<file path="src/rtl/fault_mem_cfg.sv">
// rtl/fault_mem_cfg.sv - runtime-configurable faulty single-port memory model (option macro: FAULT_MEM_ARRAY_RST_EN)
module fault_mem_cfg #(
    parameter int DATA_WIDTH = 8,
    parameter int ADDR_WIDTH = 6,
    parameter int DEPTH      = 64,
    parameter int BIT_W      = $clog2(DATA_WIDTH)
) (
    input  logic                  clk,
    input  logic                  rst,
    input  logic                  write_read,
    input  logic [ADDR_WIDTH-1:0] address,
    input  logic [DATA_WIDTH-1:0] wdata,
    output logic [DATA_WIDTH-1:0] rdata,
    input  logic                  flt_load,
    input  logic [2:0]            flt_mode,
    input  logic [ADDR_WIDTH-1:0] flt_victim,
    input  logic [ADDR_WIDTH-1:0] flt_aggr,
    input  logic [BIT_W-1:0]      flt_bit,
    output logic                  flt_hit,
    output logic [7:0]            flt_hit_cnt
);

    localparam int IDX_W = (DEPTH > 1) ? $clog2(DEPTH) : 1;
    localparam logic [ADDR_WIDTH:0] DEPTH_L = (ADDR_WIDTH + 1)'(DEPTH);

    typedef enum logic [2:0] {
        M_NONE  = 3'd0,
        M_SA0   = 3'd1,
        M_SA1   = 3'd2,
        M_TFU   = 3'd3,
        M_TFD   = 3'd4,
        M_CFIN  = 3'd5,
        M_CFID  = 3'd6,
        M_NONE7 = 3'd7
    } mode_e;

    function automatic logic in_range(input logic [ADDR_WIDTH-1:0] a);
        return {1'b0, a} < DEPTH_L;
    endfunction

    logic [DATA_WIDTH-1:0] mem_q [DEPTH];

    // fault configuration
    mode_e                 mode_q;
    logic [ADDR_WIDTH-1:0] vic_q;
    logic [ADDR_WIDTH-1:0] aggr_q;
    logic [BIT_W-1:0]      bit_q;

    // write pipeline: one registered write waiting to commit
    logic                  wr_pend_q;
    logic [ADDR_WIDTH-1:0] wr_addr_q;
    logic [DATA_WIDTH-1:0] wr_data_q;

    // read pipeline: captured (already fault-adjusted) word, then rdata
    logic                  rd_vld_q;
    logic [DATA_WIDTH-1:0] rd_word_q;
    logic                  rd_hit_q;
    logic [DATA_WIDTH-1:0] rdata_q;
    logic                  hit_q;
    logic [7:0]            cnt_q;

    logic [IDX_W-1:0]      wr_idx;
    logic [IDX_W-1:0]      vic_idx;
    logic                  commit_en;
    logic [DATA_WIDTH-1:0] old_w;
    logic [DATA_WIDTH-1:0] commit_word;
    logic                  tf_hit;
    logic                  cf_en;
    logic [DATA_WIDTH-1:0] vic_old;
    logic [DATA_WIDTH-1:0] vic_new;
    logic                  cf_hit;
    logic                  rd_in;
    logic [DATA_WIDTH-1:0] rd_raw;
    logic [DATA_WIDTH-1:0] rd_word_d;
    logic                  rd_hit_d;
    logic                  hit_d;

    // commit-time fault rules: transition faults on the victim, coupling from the aggressor
    always_comb begin
        wr_idx      = wr_addr_q[IDX_W-1:0];
        vic_idx     = vic_q[IDX_W-1:0];
        commit_en   = wr_pend_q && in_range(wr_addr_q) && !rst;
        old_w       = mem_q[wr_idx];
        commit_word = wr_data_q;
        tf_hit      = 1'b0;
        if (commit_en && (wr_addr_q == vic_q)) begin
            if ((mode_q == M_TFU) && !old_w[bit_q] && wr_data_q[bit_q]) begin
                commit_word[bit_q] = 1'b0;
                tf_hit             = 1'b1;
            end
            if ((mode_q == M_TFD) && old_w[bit_q] && !wr_data_q[bit_q]) begin
                commit_word[bit_q] = 1'b1;
                tf_hit             = 1'b1;
            end
        end
        cf_en   = commit_en && ((mode_q == M_CFIN) || (mode_q == M_CFID)) &&
                  (wr_addr_q == aggr_q) && (aggr_q != vic_q) && in_range(vic_q) &&
                  !old_w[bit_q] && wr_data_q[bit_q];
        vic_old = mem_q[vic_idx];
        vic_new = vic_old;
        cf_hit  = 1'b0;
        if (cf_en) begin
            if (mode_q == M_CFIN) begin
                vic_new[bit_q] = ~vic_old[bit_q];
                cf_hit         = 1'b1;
            end else begin
                vic_new[bit_q] = 1'b1;
                cf_hit         = ~vic_old[bit_q];
            end
        end
    end

    // read-capture path: out-of-range reads give 0, stuck-at forces the victim bit
    always_comb begin
        rd_in     = in_range(address);
        rd_raw    = mem_q[address[IDX_W-1:0]];
        rd_word_d = rd_in ? rd_raw : '0;
        rd_hit_d  = 1'b0;
        if (rd_in && (address == vic_q) && ((mode_q == M_SA0) || (mode_q == M_SA1))) begin
            rd_word_d[bit_q] = (mode_q == M_SA1);
            rd_hit_d         = rd_raw[bit_q] != (mode_q == M_SA1);
        end
        hit_d = tf_hit || cf_hit || (rd_vld_q && rd_hit_q);
    end

    // array update: aggressor/target commit plus optional coupled victim write
    always_ff @(posedge clk) begin
`ifdef FAULT_MEM_ARRAY_RST_EN
        if (rst) begin
            for (int i = 0; i < DEPTH; i++) begin
                mem_q[i] <= '0;
            end
        end else begin
            if (commit_en) begin
                mem_q[wr_idx] <= commit_word;
            end
            if (cf_en) begin
                mem_q[vic_idx] <= vic_new;
            end
        end
`else
        if (commit_en) begin
            mem_q[wr_idx] <= commit_word;
        end
        if (cf_en) begin
            mem_q[vic_idx] <= vic_new;
        end
`endif
    end

    // pipeline, configuration and hit-counter registers
    always_ff @(posedge clk) begin
        if (rst) begin
            mode_q    <= M_NONE;
            vic_q     <= '0;
            aggr_q    <= '0;
            bit_q     <= '0;
            wr_pend_q <= 1'b0;
            wr_addr_q <= '0;
            wr_data_q <= '0;
            rd_vld_q  <= 1'b0;
            rd_word_q <= '0;
            rd_hit_q  <= 1'b0;
            rdata_q   <= '0;
            hit_q     <= 1'b0;
            cnt_q     <= '0;
        end else begin
            if (flt_load) begin
                mode_q <= mode_e'(flt_mode);
                vic_q  <= flt_victim;
                aggr_q <= flt_aggr;
                bit_q  <= flt_bit;
            end
            wr_pend_q <= write_read;
            wr_addr_q <= address;
            wr_data_q <= wdata;
            rd_vld_q  <= !write_read;
            if (!write_read) begin
                rd_word_q <= rd_word_d;
                rd_hit_q  <= rd_hit_d;
            end
            if (rd_vld_q) begin
                rdata_q <= rd_word_q;
            end
            hit_q <= hit_d;
            if (hit_d && (cnt_q != 8'hFF)) begin
                cnt_q <= cnt_q + 8'd1;
            end
        end
    end

    assign rdata       = rdata_q;
    assign flt_hit     = hit_q;
    assign flt_hit_cnt = cnt_q;

endmodule

</file>
<file path="config.mk">
export PLATFORM = sky130hd
export DESIGN_NAME = fault_mem_cfg
export DESIGN_NICKNAME = d
export VERILOG_FILES = /design/src/rtl/fault_mem_cfg.sv
export SDC_FILE = /design/constraint.sdc
export NUM_CORES = 2
export LEC_CHECK = 0
export ABC_CLOCK_PERIOD_IN_PS = 5810
export BUFFER_PORTS_ARGS = -buffer_cell sky130_fd_sc_hd__buf_2
export CORE_MARGIN = 4
export CORE_UTILIZATION = 50
export CTS_CLUSTER_DIAMETER = 150
export DETAILED_ROUTE_END_ITERATION = 7
export PLACE_DENSITY = 0.66
export SETUP_SLACK_MARGIN = 0.5
export SLEW_MARGIN = 5
export SYNTH_ARGS = -nofsm -noshare
export SYNTH_HDL_FRONTEND = slang
export SYNTH_SLANG_ARGS = --single-unit
</file>
<file path="constraint.sdc">
create_clock -name clk -period 5.81 [get_ports clk]
set_input_delay 0.581 -clock clk [delete_from_list [all_inputs] [get_ports clk]]
set_output_delay 0.581 -clock clk [all_outputs]
set_load 0.005 [all_outputs]
</file>
==> metrics.md <==
| Metric | Value |
|---|---|
| Status | finished clean |
| Rows | 101 |
| Max Clock Skew | 24.6 ps |
| Max-Cap Viols | 0 |
| Num Clock Sinks | 578 |
| Worst vdd ir | 0.242 mV |
| Drt first-iter violations | 5429 |
| Sequential share of the synthesized area | 43.3% |
| WL/cell | 41.3 um |
| Sequential Power Share | 43.5% |
| Hold_sp | wdata[2] |
| Post-route ant nets | 0 |
| WL final | 163 mm |
| Ys async rst share | 0% |
| Critical R2R Capture | mem_q[42][3] |
| Clock transition at path regs | 60 ps |
| Total power per unit cell area | 247 nW/um^2 |
| Crit path DAT | 5610 ps |
| DRT Pass-1 Iters | 6 |
| # fillers | 6154 |
| Post-synth net total | 2852 |
| Area Overhead vs Synth | 11.3% |
| Minimum clock period | 5300 ps |
| Max transition margin | 7.28% |
| Initial Util | 50.6% |
| Crit. End Element | flop |
| Crit path required time | 6120 ps |
| Cts bufs inserted | 69 |
| Clk root buf | clkbuf_16 |
| Critical path peak fanout | 40 |
| Global Route Usage Sum | 39.3% |
| Slowest stage cell, crit path | dfxtp_4 |
| Crit path launch type | flop |
| Final setup viols | 0 |
| Final instance area | 42900 um^2 |
| Number of distinct library cells after synthesis | 77 |
| H-tree depth | 3 |
| Fin. Hold Viols | 0 |
| Worst r2r src | wr_addr_q[2] |
| Sw frac | 28.3% |
| Internal | 7.59 mW |
| Clock share of power | 40.8% |
| Synth Cell Area | 38600 um^2 |
| Clock Latency Late Sink | 620 ps |
| EDFF count, synth | 512 |
| Finished Core Util | 56.3% |
| Layout cells sized above 1 | 28.7% |
| Worst Hold Class | primary input to flop |
| # DRC | 0 |
| Ports | 53 |
| Vias/cell | 7.57 |
| Height of the die | 286 um |
| Ys flop type | edfxtp_1 |
| Cell count after synthesis | 2815 |
| Port bufs | 52 |
| Die outline width | 286 um |
| GR Overflow Total | 0 |
| Yosys Warn Count | 0 |
| PnR Total Power | 10.6 mW |
| Pin count of the biggest net entering global routing | 58 |
| R2r setup slk | 510 ps |
| Leak Pwr | 17.7 nW |
| Comb pwr share | 15.7% |
| Final period util | 91.1% |
| Slew Limit Fails | 0 |
| Syn avg cell area | 13.7 um^2 |
| WHS Path Cells | 2 |
| Reg2Reg Depth | 14 |
| Cell Chain, Critical Path | buf_12 > buf_4 > mux2i_1 > o22ai_1 > o41ai_1 > o2111ai_1 > o21ai_0 > and4_1 > and4_2 > nor3b_2 > buf_4 > nand2_4 > o21ai_0 > buf_4 |
| CP Launch Point | wr_addr_q[2] |
| End of the worst hold path | wr_data_q[2] |
| Worst Tran Pin Value | 1390 ps |
| RSZ-0062 raised after global routing | false |
| Dpl hpwl | 114 mm |
| Register bit count reported by yosys | 578 |
| Vias in the first global route | 28200 |
| Core Area | 76200 um^2 |
| Die area | 81600 um^2 |
| Kind of critical path | flop to flop |
| Sw Pwr | 3.00 mW |
| Setup_tns | 0 ps |
| Clock Path Buffers | 3 |
| Non-Filler Instances | 3940 |
| CP dominant cell by count | buf_4 |
| Fin nets | 2884 |
| First-pass GRT wire length | 227 mm |
| Crit-path max cell delay | 660 ps |
| Inst Count DP | 3805 |
| Vias | 29800 |
| Antenna violations before repair | 14 |
| Post-DP Area | 40700 um^2 |
| CTS tree | yes |
| Fmax | 189 MHz |
| RD Place Congestion | 1.04 |
[per-layer routing]
metal	wire length [um]	GRT usage [%]
met2	66700	55.1
met5	75	0
met4	11000	19.8
met1	59700	54.0
met3	25500	14.1
[logic make-up (layout without fill, tap and decap cells)]
logic type,after synthesis,after routing,share of synthesized area [%]
simple gates,461,461,7.22
other cells,0,8,0
compound gates,357,357,6.47
mux,1067,1067,38.3
xor+xnor,26,26,0.590
buf+inv,325,412,4.09
flops,578,578,43.3
fa+ha+maj,1,1,0.0324
[synthesized netlist by cell type (17+ instances only)]
cell	count	area share, %
mux2i_1	720	19
edfxtp_1	512	40
mux4_2	319	19
nand2_1	138	1.3
buf_2	130	1.7
clkbuf_1	114	1.1
o22ai_1	81	1.3
o21ai_0	74	0.96
dfxtp_1	66	3.4
nor2_1	56	0.54
nor2b_1	34	0.55
a21oi_1	33	0.43
nor3b_1	33	0.64
nand2_4	30	0.88
a22oi_1	27	0.53
buf_1	24	0.23
buf_4	24	0.47
mux2_2	22	0.64
nand2_2	22	0.36
a221oi_1	21	0.48
inv_1	18	0.18
a221o_1	17	0.44
nand2b_1	17	0.28
[sequential cells by signal, indices dropped and copies added (netlist names), named ones only]
register     flops
aggr_q           6
bit_q            3
flt_hit          1
flt_hit_cnt      8
mem_q          512
mode_q           3
rd_hit_q         1
rd_vld_q         1
rd_word_q        8
rdata            8
vic_idx          6
wr_addr_q        6
wr_data_q        8
wr_pend_q        1
[through the flow]
step,hold WS [ps],setup slack [ps]
2_1_floorplan,425,1970
3_3_place_gp,446,427
3_5_place_dp,448,313
4_1_cts,168,528
5_1_grt,185,537
6_report,187,515
[placed cells by master, fill, tap and decap left out, drive strengths merged, types with 34 or more instances in the layout]
cell type	synthesis	layout
o22ai	81	81
dfxtp	66	66
o21ai	76	76
clkbuf	114	93
edfxtp	512	512
nor2	75	75
nor3b	35	35
buf	191	265
nand2	190	190
nor2b	34	34
mux2i	726	726
a22oi	35	35
mux4	319	319
a21oi	35	35
[worst max-delay path by stage]
stage / slack, ps / endpoint
2_1_floorplan: 1970 / rd_hit_q
3_3_place_gp: 430 / mem_q[50][3]
3_5_place_dp: 310 / mem_q[50][7]
4_1_cts: 530 / mem_q[50][3]
5_1_grt: 540 / mem_q[27][4]
6_report: 510 / mem_q[42][3]
[critical path, delay by kind of cell, from the launching register on]
family                 cells  cell delay (ps)
and+or+nand+nor            4             1250
DFF                        1              660
AOI/OAI and AO/OA          5             1490
muxes                      1              220
buffers and inverters      4             1300
[cell type report]
class	count	area [um^2]	share of cell area, %
sequential	578	16700	38.9
antenna	8	20.0	0.0466
multi-input combinational	1912	20400	47.4
inverter	20	75.1	0.175
tap	1030	1290	3.00
clock inverter	34	310	0.723
timing repair buffer	266	2270	5.29
clock buffer	92	1900	4.41
[power groups by stage]
stage | Clock (mW) | Sequential, mW | Combinational, mW
after CTS | 4.34 | 4.60 | 1.60
after global routing | 4.51 | 4.61 | 1.68
after detailed placement | 0 | 4.69 | 1.59
after floorplan | 0 | 4.64 | 0.987
after global placement | 0 | 4.69 | 1.56
final | 4.32 | 4.61 | 1.66
[repair_timing]
item                                    CTS  global route
gates resized for setup                   2             9
buffers inserted                          1             0
hold buffers                              0             0
endpoints found under the setup margin  129           126
cloned                                    0             0
Power figures use the tool's default switching activity.
